<file path="config.mk">
export PLATFORM = sky130hd
export DESIGN_NAME = mem_arbiter
export DESIGN_NICKNAME = d
export VERILOG_FILES = /design/src/rtl/mem_arb_pkg.sv /design/src/rtl/mem_arbiter.sv
export SDC_FILE = /design/constraint.sdc
export NUM_CORES = 1
export LEC_CHECK = 0
export CAP_MARGIN = 20
export CORE_ASPECT_RATIO = 0.7
export CORE_MARGIN = 10
export CORE_UTILIZATION = 35
export CTS_CLUSTER_SIZE = 16
export DETAILED_ROUTE_END_ITERATION = 12
export PLACE_DENSITY = 0.78
export SLEW_MARGIN = 15
export SYNTH_ARGS = -nofsm -noshare
export SYNTH_HDL_FRONTEND = slang
export SYNTH_SLANG_ARGS = --single-unit
export TNS_END_PERCENT = 30
</file>
<file path="constraint.sdc">
create_clock -name clk -period 1.8 [get_ports clk]
set_input_delay 0.36 -clock clk [delete_from_list [all_inputs] [get_ports clk]]
set_output_delay 0.36 -clock clk [all_outputs]
set_load 0.05 [all_outputs]
</file>
<file path="src/rtl/mem_arb_pkg.sv">
// Shared types for mem_arbiter: FSM state encoding and requester ids.
package mem_arb_pkg;

    typedef enum logic [1:0] {
        ST_IDLE   = 2'd0,
        ST_ACCESS = 2'd1,
        ST_RESP   = 2'd2
    } arb_state_e;

    localparam logic PORT_IF = 1'b0;
    localparam logic PORT_DM = 1'b1;

endpackage

</file>
<file path="src/rtl/mem_arbiter.sv">
// Shares one fixed-latency single-port memory between the IF and DM ports.
// Define ARB_RR_EN for round-robin tie breaking; default is fixed DM priority.
module mem_arbiter
    import mem_arb_pkg::*;
#(
    parameter int LAT = 2,
    parameter int AW  = 32,
    parameter int DW  = 32
) (
    input  logic          clk,
    input  logic          rst,
    input  logic          if_req,
    input  logic [AW-1:0] if_addr,
    output logic          if_ack,
    output logic [DW-1:0] if_rdata,
    input  logic          dm_req,
    input  logic          dm_we,
    input  logic [AW-1:0] dm_addr,
    input  logic [DW-1:0] dm_wdata,
    output logic          dm_ack,
    output logic [DW-1:0] dm_rdata,
    output logic          mem_en,
    output logic          mem_we,
    output logic [AW-1:0] mem_addr,
    output logic [DW-1:0] mem_wdata,
    input  logic [DW-1:0] mem_rdata,
    output logic          stall,
    output logic          busy
);

    localparam int            CW       = (LAT > 1) ? $clog2(LAT) : 1;
    localparam logic [CW-1:0] CNT_LOAD = CW'(LAT - 1);

    arb_state_e    state_q;
    logic [CW-1:0] cnt_q;
    logic          gnt_q;
    logic          if_ack_q, dm_ack_q;
    logic          mem_en_q, mem_we_q;
    logic [AW-1:0] mem_addr_q;
    logic [DW-1:0] mem_wdata_q, if_rdata_q, dm_rdata_q;

    logic if_cand, dm_cand, gnt_d;

`ifdef ARB_RR_EN
    logic last_q;

    function automatic logic pick_port(input logic if_c, input logic dm_c, input logic last);
        return (if_c && dm_c) ? ~last : (dm_c || !if_c);
    endfunction
`else
    function automatic logic pick_port(input logic if_c, input logic dm_c);
        return dm_c || !if_c;
    endfunction
`endif

    // A port whose ack is showing this cycle has finished and may not be re-granted yet.
    assign if_cand = if_req && !if_ack_q;
    assign dm_cand = dm_req && !dm_ack_q;

`ifdef ARB_RR_EN
    assign gnt_d = pick_port(if_cand, dm_cand, last_q);
`else
    assign gnt_d = pick_port(if_cand, dm_cand);
`endif

    // NOTE: all state below updates with non-blocking assignments so every
    // register samples the pre-edge values, whatever order the statements are in.
    always_ff @(posedge clk or negedge rst) begin
        if (!rst) begin
            state_q     <= ST_IDLE;
            cnt_q       <= '0;
            gnt_q       <= PORT_IF;
            if_ack_q    <= 1'b0;
            dm_ack_q    <= 1'b0;
            mem_en_q    <= 1'b0;
            mem_we_q    <= 1'b0;
            mem_addr_q  <= '0;
            mem_wdata_q <= '0;
            if_rdata_q  <= '0;
            dm_rdata_q  <= '0;
`ifdef ARB_RR_EN
            last_q      <= PORT_IF;
`endif
        end else begin
            if_ack_q <= 1'b0;
            dm_ack_q <= 1'b0;
            case (state_q)
                ST_IDLE, ST_RESP: begin
                    if (if_cand || dm_cand) begin
                        state_q    <= ST_ACCESS;
                        cnt_q      <= CNT_LOAD;
                        gnt_q      <= gnt_d;
                        mem_en_q   <= 1'b1;
                        mem_we_q   <= (gnt_d == PORT_DM) && dm_we;
                        mem_addr_q <= (gnt_d == PORT_DM) ? dm_addr : if_addr;
                        if (gnt_d == PORT_DM) begin
                            mem_wdata_q <= dm_wdata;
                        end
`ifdef ARB_RR_EN
                        // Only contested grants move the round-robin pointer.
                        if (if_cand && dm_cand) begin
                            last_q <= gnt_d;
                        end
`endif
                    end else begin
                        state_q <= ST_IDLE;
                    end
                end
                ST_ACCESS: begin
                    if (cnt_q == '0) begin
                        state_q  <= ST_RESP;
                        mem_en_q <= 1'b0;
                        mem_we_q <= 1'b0;
                        // A withdrawn request still gets its data stored, but no ack.
                        if (gnt_q == PORT_IF) begin
                            if_rdata_q <= mem_rdata;
                            if_ack_q   <= if_req;
                        end else begin
                            if (!mem_we_q) begin
                                dm_rdata_q <= mem_rdata;
                            end
                            dm_ack_q <= dm_req;
                        end
                    end else begin
                        cnt_q <= cnt_q - CW'(1);
                    end
                end
                default: state_q <= ST_IDLE;
            endcase
        end
    end

    assign if_ack    = if_ack_q;
    assign dm_ack    = dm_ack_q;
    assign if_rdata  = if_rdata_q;
    assign dm_rdata  = dm_rdata_q;
    assign mem_en    = mem_en_q;
    assign mem_we    = mem_we_q;
    assign mem_addr  = mem_addr_q;
    assign mem_wdata = mem_wdata_q;
    assign busy      = mem_en_q;
    assign stall     = (if_req && !if_ack_q) || (dm_req && !dm_ack_q);

endmodule

</file>
==> summary.md <==
| Metric | Value |
|---|---|
| Root Driver | `clkbuf_16` |
| GR Util All Layers | `roughly 16%` |
| Synth Instances | `about 340` |
| Final hold violations | `0` |
| Multi-input logic area | `0.00191 mm²` |
| Most common cell in the netlist | `dfrtp_1` |
| Critical path type | `reg -> out` |
| Post-route cell area | `0.00874 mm²` |
| Synth top area share | `62.7%` |
| Die width | `169 µm` |
| Max-slew violations | `0` |
| Synth top area cells | `dfrtp_1 63%, mux2_2 14%, mux2_4 8.3%` |
| Register area share after synthesis | `approximately 63%` |
| TritonRoute pass-1 iters | `4` |
| Std cell rows | `37` |
| Distinct cells, synth | `24` |
| Synth area leader | `dfrtp_1` |
| Ys async rst share | `100%` |
| DIE AREA | `~0.021 mm²` |
| Cell Area, Synth | `around 0.0054 mm²` |
| Top_reg_cell synth | `dfrtp_1` |
| DRT antenna net count | `0` |
| Max Cap Viol | `0` |
| I/O pin count | `267` |
| Pwr Density | `around 2400 mW/mm²` |
| Worst Setup Start Kind | `flop` |
| Largest net degree at the start of global routing | `between 50 and 60` |
| Final period util | `between 90% and 100%` |
| Clock Skew | `0.0102 ns` |
| CTS tree | `yes` |
| Post-synth EDFFs | `0` |
| CORE AREA | `approximately 0.015 mm²` |
| Synthesized Nets | `471` |
| Final min period | `approximately 1.7 ns` |
| Path type of the worst min-delay path | `in -> async` |
| Die Span Y | `roughly 120 µm` |
| CP peak stage delay | `0.40 ns` |
| Nets | `around 750` |
| Crit Path Max Fanout | `3` |
| Via density | `4.78` |
| Initial Utilization | `between 30% and 40%` |
| Synth warn | `0` |
| Ant diodes | `0` |
| Top cells by count, synth | `136 x dfrtp_1, 66 x mux2_2, 34 x nand2b_1, 31 x o221a_2, 30 x mux2_4` |
| Worst-skew pair later-pin latency | `approximately 0.42 ns` |
| Grt ovf | `0` |
| CP cell instances | `nand2b_1 -> buf_4 -> nand2_2 -> buf_12` |
| Clk slew on worst S/H paths | `~0.06 ns` |
| WL final | `roughly 17 mm` |
| IO buf count | `around 270` |
| Final setup viols | `0` |
| Max Clk Rate | `~580 MHz` |
| Overall power consumption | `0.0208 W` |
| CTS Buffer Depth | `2` |
| Slew @ Worst Pin | `0.524 ns` |
| Routability cong. | `slightly below 0.8` |
| Vias in the first global route | `around 4,500` |
| First-pass GRT wire length | `roughly 26 mm` |
| H-tree levels | `4` |
| Slew margin rel. | `65.1%` |
| DRT iter0 DRCs | `about 220` |
| #FFs+latches synth | `between 100 and 150` |
| Clock sinks | `between 100 and 150` |
| Outcome | `finished, final reports clean` |
| Proportion of layout cells with a drive suffix above 1 | `roughly half` |
| Avg Inst Size Synth | `16.1 µm²` |
| Register Area | `0.00341 mm²` |
| Vias post-DR | `3,949` |
| Hpwl dp | `13.0 mm` |
| Unrepaired setup endpoints after global routing | `false` |
| Synth-to-layout area growth | `60.9%` |
| Worst EP required | `between 1 and 1.5 ns` |
| Max VDD drop | `approximately 1400 µV` |
| Routed wire length per instance | `just over 20 µm` |
| P_leak | `between 3 and 4 nW` |
| Cts bufs inserted | `17` |
| Fillers | `around 1,200` |
| Initial antenna violation count | `0` |
| Crit path DAT | `1.37 ns` |
| Crit. End Element | `output port` |
| Number of remaining DRC errors | `0` |
| Post-DP Area | `between 0.008 and 0.009 mm²` |
| Critical-path top delay cell | `dfrtp_2` |
[cells in the final DEF, fill, tap and decap left out, types with 2 or more instances in the layout]
cell type	instances
dfrtp_1	134
nand2_1	4
o221a_2	31
buf_4	142
clkbuf_16	17
buf_12	10
clkbuf_1	2
a21o_1	2
clkdlybuf4s50_1	131
clkinvlp_4	3
dfrtp_2	2
bufinv_16	2
nand2b_1	34
mux2_2	66
clkbuf_8	3
mux2_4	30
[worst paths after layout]
kind,start,to,slack (ns),cells past startpoint
hold reg to reg,if_rdata[30],if_rdata[30],0.51,1
hold / removal,rst,mem_wdata[29],0.48,2
max in group asynchronous,rst,if_rdata[27],0.75,3
setup reg to reg,state_q[1],dm_rdata[18],0.11,5
min in group clk,if_rdata[30],if_rdata[30],0.51,1
setup / recovery,dm_ack,stall,0.07,4
[routing by layer]
layer / track usage (%) / up-vias / share of wire [%]
li1: - / 1790 / -
met3: 7.33 / 21 / 9.3
met4: 5.44 / 0 / 1.5
met1: 17.5 / 1974 / 40
met2: 26.1 / 164 / 50
met5: 0 / - / 0
[worst max-delay path, delay by kind of cell, from the launching register on]
kind          cells  cell delay, ns
simple gates      2            0.26
flops             1            0.40
buf+inv           2            0.29
[area by class of cell]
| type | count | share of cell area [%] |
|---|---|---|
| clock buffers | 22 | 5.43 |
| repair buffers | 285 | 29.7 |
| clock inverters | 7 | 1.10 |
| inverters | 1 | 0.0430 |
| multi-input cells | 180 | 21.9 |
| flip-flops and latches | 136 | 39.0 |
| well taps | 195 | 2.79 |
[cell families after synthesis]
group / after synthesis / synth area share, %
AOI/OAI and AO/OA: 37 / 7.35
buffers and inverters: 22 / 2.40
DFF: 136 / 62.7
muxes: 96 / 22.0
and+or+nand+nor: 47 / 5.62
[registers in the layout (all words and copies together) (netlist names)]
signal	flops
mem_wdata	32
mem_addr	32
gnt_q	1
mem_we	1
state_q	2
if_ack	1
dm_ack	1
busy	1
cnt_q	1
if_rdata	32
dm_rdata	32
[report_power, final]
group,total [W],switching [W],internal (W)
logic,0.0118,0.00747,0.00436
registers,0.00556,0.000933,0.00462
clock network,0.00338,0.00125,0.00212
[metrics by stage]
step | utilization [%] | worst slack, ns | setup TNS [ns] | cells | hold slack (ns)
floorplan | - | 0.00309 | 0 | 338 | 0.0644
global placement | 54.5 | -0.151 | -8.10 | 795 | 0.354
detailed placement | 54.5 | -0.171 | -9.39 | 795 | 0.365
finish | 58.4 | 0.0740 | 0 | 826 | 0.480
CTS | 58.4 | 0.0330 | 0 | 825 | 0.485
global route | 58.4 | 0.00212 | 0 | 826 | 0.526
[timing repair]
item                                    in CTS  in global routing
endpoints found under the setup margin       1                  1
hold endpoints to repair                    46                  0
setup buffers                                0                  1
cloned                                       0                  0
pin swaps                                    0                  0
hold buffers                                 1                  0
gates resized for setup                      1                  0
No activity file was read; power rests on OpenSTA's default activity.
